--- src/rtl/serial_sub32_pkg.sv ---
// Shared types and sizing helpers for the digit-serial subtractor.
package sub_pkg;

  // Controller states: waiting for operands, stepping digits, holding the result.
  typedef enum logic [1:0] {
    IDLE = 2'd0,
    RUN  = 2'd1,
    DONE = 2'd2
  } state_t;

  localparam int unsigned DEF_WIDTH   = 32'd32;
  localparam int unsigned DEF_DIGIT_W = 32'd1;

  // Number of digit steps needed to cover the full operand width.
  function automatic int unsigned num_digits(input int unsigned width, input int unsigned digit_w);
    return width / digit_w;
  endfunction

  // Digit counter width; never narrower than one bit so a single-digit
  // configuration still has a legal counter.
  function automatic int unsigned cnt_width(input int unsigned n);
    return (n <= 32'd1) ? 32'd1 : $clog2(n);
  endfunction

endpackage

--- src/rtl/serial_sub32_slice.sv ---
// One DIGIT_W-bit subtract step, built on an adder: x + ~y + !bin.
// The adder carry-out is the inverse of the borrow.
module sub_slice #(
  parameter int unsigned DIGIT_W = 32'd1
) (
  input  logic [DIGIT_W-1:0] x,
  input  logic [DIGIT_W-1:0] y,
  input  logic               bin,
  output logic [DIGIT_W-1:0] d,
  output logic               bout
);

  logic [DIGIT_W:0] sum_s;

  assign sum_s = {1'b0, x} + {1'b0, ~y} + {{DIGIT_W{1'b0}}, ~bin};
  assign d     = sum_s[DIGIT_W-1:0];
  assign bout  = ~sum_s[DIGIT_W];

endmodule

--- src/rtl/serial_sub32.sv ---
// Digit-serial a - b: one narrow subtract slice, operand shift registers,
// a registered borrow and a small IDLE/RUN/DONE controller with valid/ready
// on both sides. Result flags are captured on the final digit step.
module serial_sub32
  import sub_pkg::*;
#(
  parameter int unsigned WIDTH   = DEF_WIDTH,
  parameter int unsigned DIGIT_W = DEF_DIGIT_W
) (
  input  logic             clk,
  input  logic             rst_n,
  input  logic             in_valid,
  output logic             in_ready,
  input  logic [WIDTH-1:0] a,
  input  logic [WIDTH-1:0] b,
  output logic             out_valid,
  input  logic             out_ready,
  output logic [WIDTH-1:0] diff,
  output logic             borrow_out,
  output logic             zero,
  output logic             ovf
);

  localparam int unsigned N  = num_digits(WIDTH, DIGIT_W);
  localparam int unsigned CW = cnt_width(N);

  generate
    if ((WIDTH % DIGIT_W) != 0) begin : g_bad_digit_w
      $error("serial_sub32: WIDTH must be a multiple of DIGIT_W");
    end
  endgenerate

  state_t           state_q, state_d;
  logic [WIDTH-1:0] a_sh_q, a_sh_d, b_sh_q, b_sh_d;
  logic [WIDTH-1:0] res_q, res_d, diff_q, diff_d;
  logic [CW-1:0]    cnt_q, cnt_d;
  logic             borrow_q, borrow_d, a_msb_q, a_msb_d, b_msb_q, b_msb_d;
  logic             bout_q, bout_d, zero_q, zero_d, ovf_q, ovf_d;

  logic [DIGIT_W-1:0] slice_d_s;
  logic               slice_bout_s, slice_bin_s, last_s;
  logic [WIDTH-1:0]   res_next_s;

  // First digit never sees a borrow, whatever the register holds.
  assign slice_bin_s = (cnt_q == {CW{1'b0}}) ? 1'b0 : borrow_q;
  assign last_s      = (cnt_q == CW'(N - 32'd1));
  assign res_next_s  = {slice_d_s, res_q[WIDTH-1:DIGIT_W]};

  sub_slice #(.DIGIT_W(DIGIT_W)) u_slice (
    .x    (a_sh_q[DIGIT_W-1:0]),
    .y    (b_sh_q[DIGIT_W-1:0]),
    .bin  (slice_bin_s),
    .d    (slice_d_s),
    .bout (slice_bout_s)
  );

  // Next-state, datapath shifting and result capture.
  always_comb begin
    state_d  = state_q;
    a_sh_d   = a_sh_q;
    b_sh_d   = b_sh_q;
    res_d    = res_q;
    cnt_d    = cnt_q;
    borrow_d = borrow_q;
    a_msb_d  = a_msb_q;
    b_msb_d  = b_msb_q;
    diff_d   = diff_q;
    bout_d   = bout_q;
    zero_d   = zero_q;
    ovf_d    = ovf_q;
    case (state_q)
      IDLE: begin
        if (in_valid) begin
          a_sh_d   = a;
          b_sh_d   = b;
          res_d    = {WIDTH{1'b0}};
          cnt_d    = {CW{1'b0}};
          borrow_d = 1'b0;
          a_msb_d  = a[WIDTH-1];
          b_msb_d  = b[WIDTH-1];
          state_d  = RUN;
        end else begin
          state_d = IDLE;
        end
      end
      RUN: begin
        a_sh_d   = {{DIGIT_W{1'b0}}, a_sh_q[WIDTH-1:DIGIT_W]};
        b_sh_d   = {{DIGIT_W{1'b0}}, b_sh_q[WIDTH-1:DIGIT_W]};
        res_d    = res_next_s;
        borrow_d = slice_bout_s;
        if (last_s) begin
          cnt_d   = {CW{1'b0}};
          diff_d  = res_next_s;
          bout_d  = slice_bout_s;
          zero_d  = (res_next_s == {WIDTH{1'b0}});
          ovf_d   = (a_msb_q != b_msb_q) && (res_next_s[WIDTH-1] != a_msb_q);
          state_d = DONE;
        end else begin
          cnt_d   = cnt_q + CW'(1);
          state_d = RUN;
        end
      end
      DONE: begin
        if (out_ready) begin
          state_d = IDLE;
        end else begin
          state_d = DONE;
        end
      end
      default: begin
        state_d = IDLE;
      end
    endcase
  end

  // State and datapath registers, cleared asynchronously.
  always_ff @(posedge clk or negedge rst_n) begin
    if (!rst_n) begin
      state_q  <= IDLE;
      a_sh_q   <= {WIDTH{1'b0}};
      b_sh_q   <= {WIDTH{1'b0}};
      res_q    <= {WIDTH{1'b0}};
      cnt_q    <= {CW{1'b0}};
      borrow_q <= 1'b0;
      a_msb_q  <= 1'b0;
      b_msb_q  <= 1'b0;
      diff_q   <= {WIDTH{1'b0}};
      bout_q   <= 1'b0;
      zero_q   <= 1'b0;
      ovf_q    <= 1'b0;
    end else begin
      state_q  <= state_d;
      a_sh_q   <= a_sh_d;
      b_sh_q   <= b_sh_d;
      res_q    <= res_d;
      cnt_q    <= cnt_d;
      borrow_q <= borrow_d;
      a_msb_q  <= a_msb_d;
      b_msb_q  <= b_msb_d;
      diff_q   <= diff_d;
      bout_q   <= bout_d;
      zero_q   <= zero_d;
      ovf_q    <= ovf_d;
    end
  end

  assign in_ready   = (state_q == IDLE);
  assign out_valid  = (state_q == DONE);
  assign diff       = diff_q;
  assign borrow_out = bout_q;
  assign zero       = zero_q;
  assign ovf        = ovf_q;

endmodule

--- config.mk ---
export PLATFORM = sky130hd
export DESIGN_NAME = serial_sub32
export DESIGN_NICKNAME = d
export VERILOG_FILES = /design/src/rtl/serial_sub32_pkg.sv /design/src/rtl/serial_sub32_slice.sv /design/src/rtl/serial_sub32.sv
export SDC_FILE = /design/constraint.sdc
export NUM_CORES = 1
export LEC_CHECK = 0
export CAP_MARGIN = 15
export CORE_AREA = 2 2 143 131
export CTS_BUF_LIST = sky130_fd_sc_hd__clkbuf_16
export DETAILED_ROUTE_END_ITERATION = 12
export DIE_AREA = 0 0 145 133
export PLACE_DENSITY = 0.57
export SYNTH_ARGS = -nofsm -noshare
export SYNTH_HDL_FRONTEND = slang
export SYNTH_HIERARCHICAL = 1
export SYNTH_SLANG_ARGS = --single-unit
--- constraint.sdc ---
create_clock -name clk -period 2.2 [get_ports clk]
set_input_delay 0.22 -clock clk [delete_from_list [all_inputs] [get_ports clk]]
set_output_delay 0.22 -clock clk [all_outputs]
set_load 0.05 [all_outputs]
==> results.toml <==
[grt]
grt_pass1_vias = 4506
track_usage = 0.145
grt-ovfl-total = 0
grt_pass1_wl_mm = 22.5
antenna_found_initial = 0
grt_max_degree = 79

[floorplanning]
chipWidth_um = 145
die_y_um = 133
start_util = 0.342
dieArea_mm2 = 0.0193
rows = 47
coreArea_mm2 = 0.0179
ioPinCount = 105

[synth]
synth_seq_cells = 140
synth_top_area_share = 0.572
ys_types = 34
yosysWarnings = 6
synth_largest_area_cell = "dfrtp_1"
synth_nets = 622
synth_edf_count = 0
synth_ff_type = "dfrtp_1"
synthMostInstantiatedCell = "dfrtp_1"
netlist_instances = 550
yosys-top-cells-area = "dfrtp_1 57%, mux2i_1 10%, nand2_1 8.1%"
ys_top_cells_by_count = "140 x dfrtp_1, 133 x nand2_1, 62 x mux2i_1"
synthArstFlopShare = 1.00
syn_area_per_cell_um2 = 11.1
synth_area_mm2 = 0.00613
synth-seq-area-share = 0.572

[timing]
fin_setup_tns_ns = 0
holdWs_ns = 0.396
tightest_slew_ns = 0.663
max_freq_mhz = 475
slew_headroom = 0.558
period_share = 0.956
slew_viol_final = 0
finClkSkew_ns = 0.00515
fin_crit_ns = 2.10
rsz0062_at_grt = "yes"
fin_ws_ns = 0.0962
hold_viol = 0
setup_viol = 0

[worst_setup_path]
crit_required_ns = 1.98
endpoint_kind = "primary output"
critical_path_buf_inv_count = 1
rrSetupSlack_ns = 0.11
arrival_ns = 1.88
critPathMaxFanout = 8
cp_top_family = "buffers and inverters"
r2r_cells = 10
worstSetupPathType = "reg -> out"
start_kind = "flip-flop"
r2r_end = "ovf$_DFFE_PN0P_"
crit_chain = "nor2_1 > clkdlybuf4s50_1"
cp_slowest_cell = "clkdlybuf4s50_1"
max_stage_delay_ns = 0.81
reg2reg_from = "cnt_q[1]$_DFFE_PN0P_"

[place]
dp_hpwl_mm = 8.89
dp_slack_ns = -0.0417
gp_congestion = 0.748
io_buffers = 104
dpl.cell_count = 879

[finish]
area_growth_pct = 32.1
fill_cells = 1650
fin_util = 0.451
final_nets = 728
register_area_mm2 = 0.00350
multi_input_area_mm2 = 0.00234
antenna_cells = 0
stdcell_count = 914
drive_gt1_frac = 0.145

[power_and_ir_drop]
powerDensity_mw_per_mm2 = 1310
peakVddDrop_mv = 0.614
power_leakage_uw = 0.00343

[clocking]
cts_buffers = 17
clk_latency_ns = 0.42
cts_tree = "yes"
clockBufferDepth = 2
cts-htree-levels = 4
clkTransAtPathRegs_ns = 0.06
cts.sinks = 140
clockRootBuffer = "clkbuf_16"

[drt]
drc = 0
drtPass1Iterations = 4
vias = 4273
wl_per_cell_um = 14.4
ant_nets = 0
drt_iter0_drc = 166
drt-vias-per-instance = 4.68
routed_wl_mm = 13.1

[job]
maxCapViolCount = 0

[outcome]
status = "finished, final reports clean"

[hold_path]
hold_path.class = "in -> async"
## timing repair
| action | in CTS | in global routing |
|---|---|---|
| endpoints found under the hold margin | 66 | 0 |
| hold buffers | 1 | 0 |
| resized for setup | 3 | 8 |
| pin swaps | 1 | 3 |
| setup buffers | 1 | 1 |
| setup endpoints to repair | 3 | 2 |
## placed cells by master, fill, tap and decap left out, drive strengths merged, types with 5 or more instances in the layout
master | netlist | layout
dfrtp | 140 | 140
mux2 | 35 | 35
nand2 | 133 | 133
mux2i | 62 | 62
o21ai | 99 | 99
inv | 6 | 11
clkinv | 0 | 5
nor4 | 8 | 8
clkdlybuf4s50 | 0 | 102
clkbuf | 8 | 17
buf | 29 | 20
## routing by layer
layer  track usage  routed length, um
met5             0                  0
met4        0.0501                 87
met3        0.0586                841
met2         0.228               6150
met1         0.183               6060
## logic make-up after synthesis
logic type      Yosys count  share of synthesized area
buf+inv                  43                     0.0517
fa+ha+maj                 4                    0.00939
compound gates          108                     0.0937
flops                   140                      0.572
xor+xnor                  1                    0.00143
mux                      97                      0.166
simple gates            157                      0.107
## where the power goes
| part | total (uW) | internal, uW | switching (uW) |
|---|---|---|---|
| sequential | 4180 | 3490 | 681 |
| clock | 2900 | 1780 | 1120 |
| combinational | 3490 | 1480 | 2010 |
## final cells by class
type	instances	area share
sequential	140	0.433
timing repair buffer	124	0.163
multi-input combinational	367	0.290
clock buffer	17	0.0525
tap	245	0.0379
inverter	6	0.00278
clock inverter	15	0.0212
## sequential cells by signal, indices dropped and copies added (netlist names), 2 cells and up
signal / count
a_sh_q: 32
b_sh_q: 32
diff: 32
res_q: 31
cnt_q: 5
state_q: 2
## worst max-delay path by stage
stage / to / from / cells after the start
floorplan: zero$_DFFE_PN0P_ / cnt_q[0]$_DFFE_PN0P_ / 9
global placement: zero$_DFFE_PN0P_ / cnt_q[1]$_DFFE_PN0P_ / 9
detailed placement: zero$_DFFE_PN0P_ / cnt_q[1]$_DFFE_PN0P_ / 9
CTS: ovf$_DFFE_PN0P_ / cnt_q[1]$_DFFE_PN0P_ / 10
global route: zero$_DFFE_PN0P_ / cnt_q[1]$_DFFE_PN0P_ / 9
finish: in_ready / state_q[1]$_DFF_PN0_ / 2
## metrics by stage
step	total power [uW]	instance area (um2)
after floorplan	6480	6130
after CTS	10600	8070
after global placement	7500	7450
after detailed placement	7650	7450
after global routing	11300	8100
final	10600	8100
(Power assumes the default switching activity.)
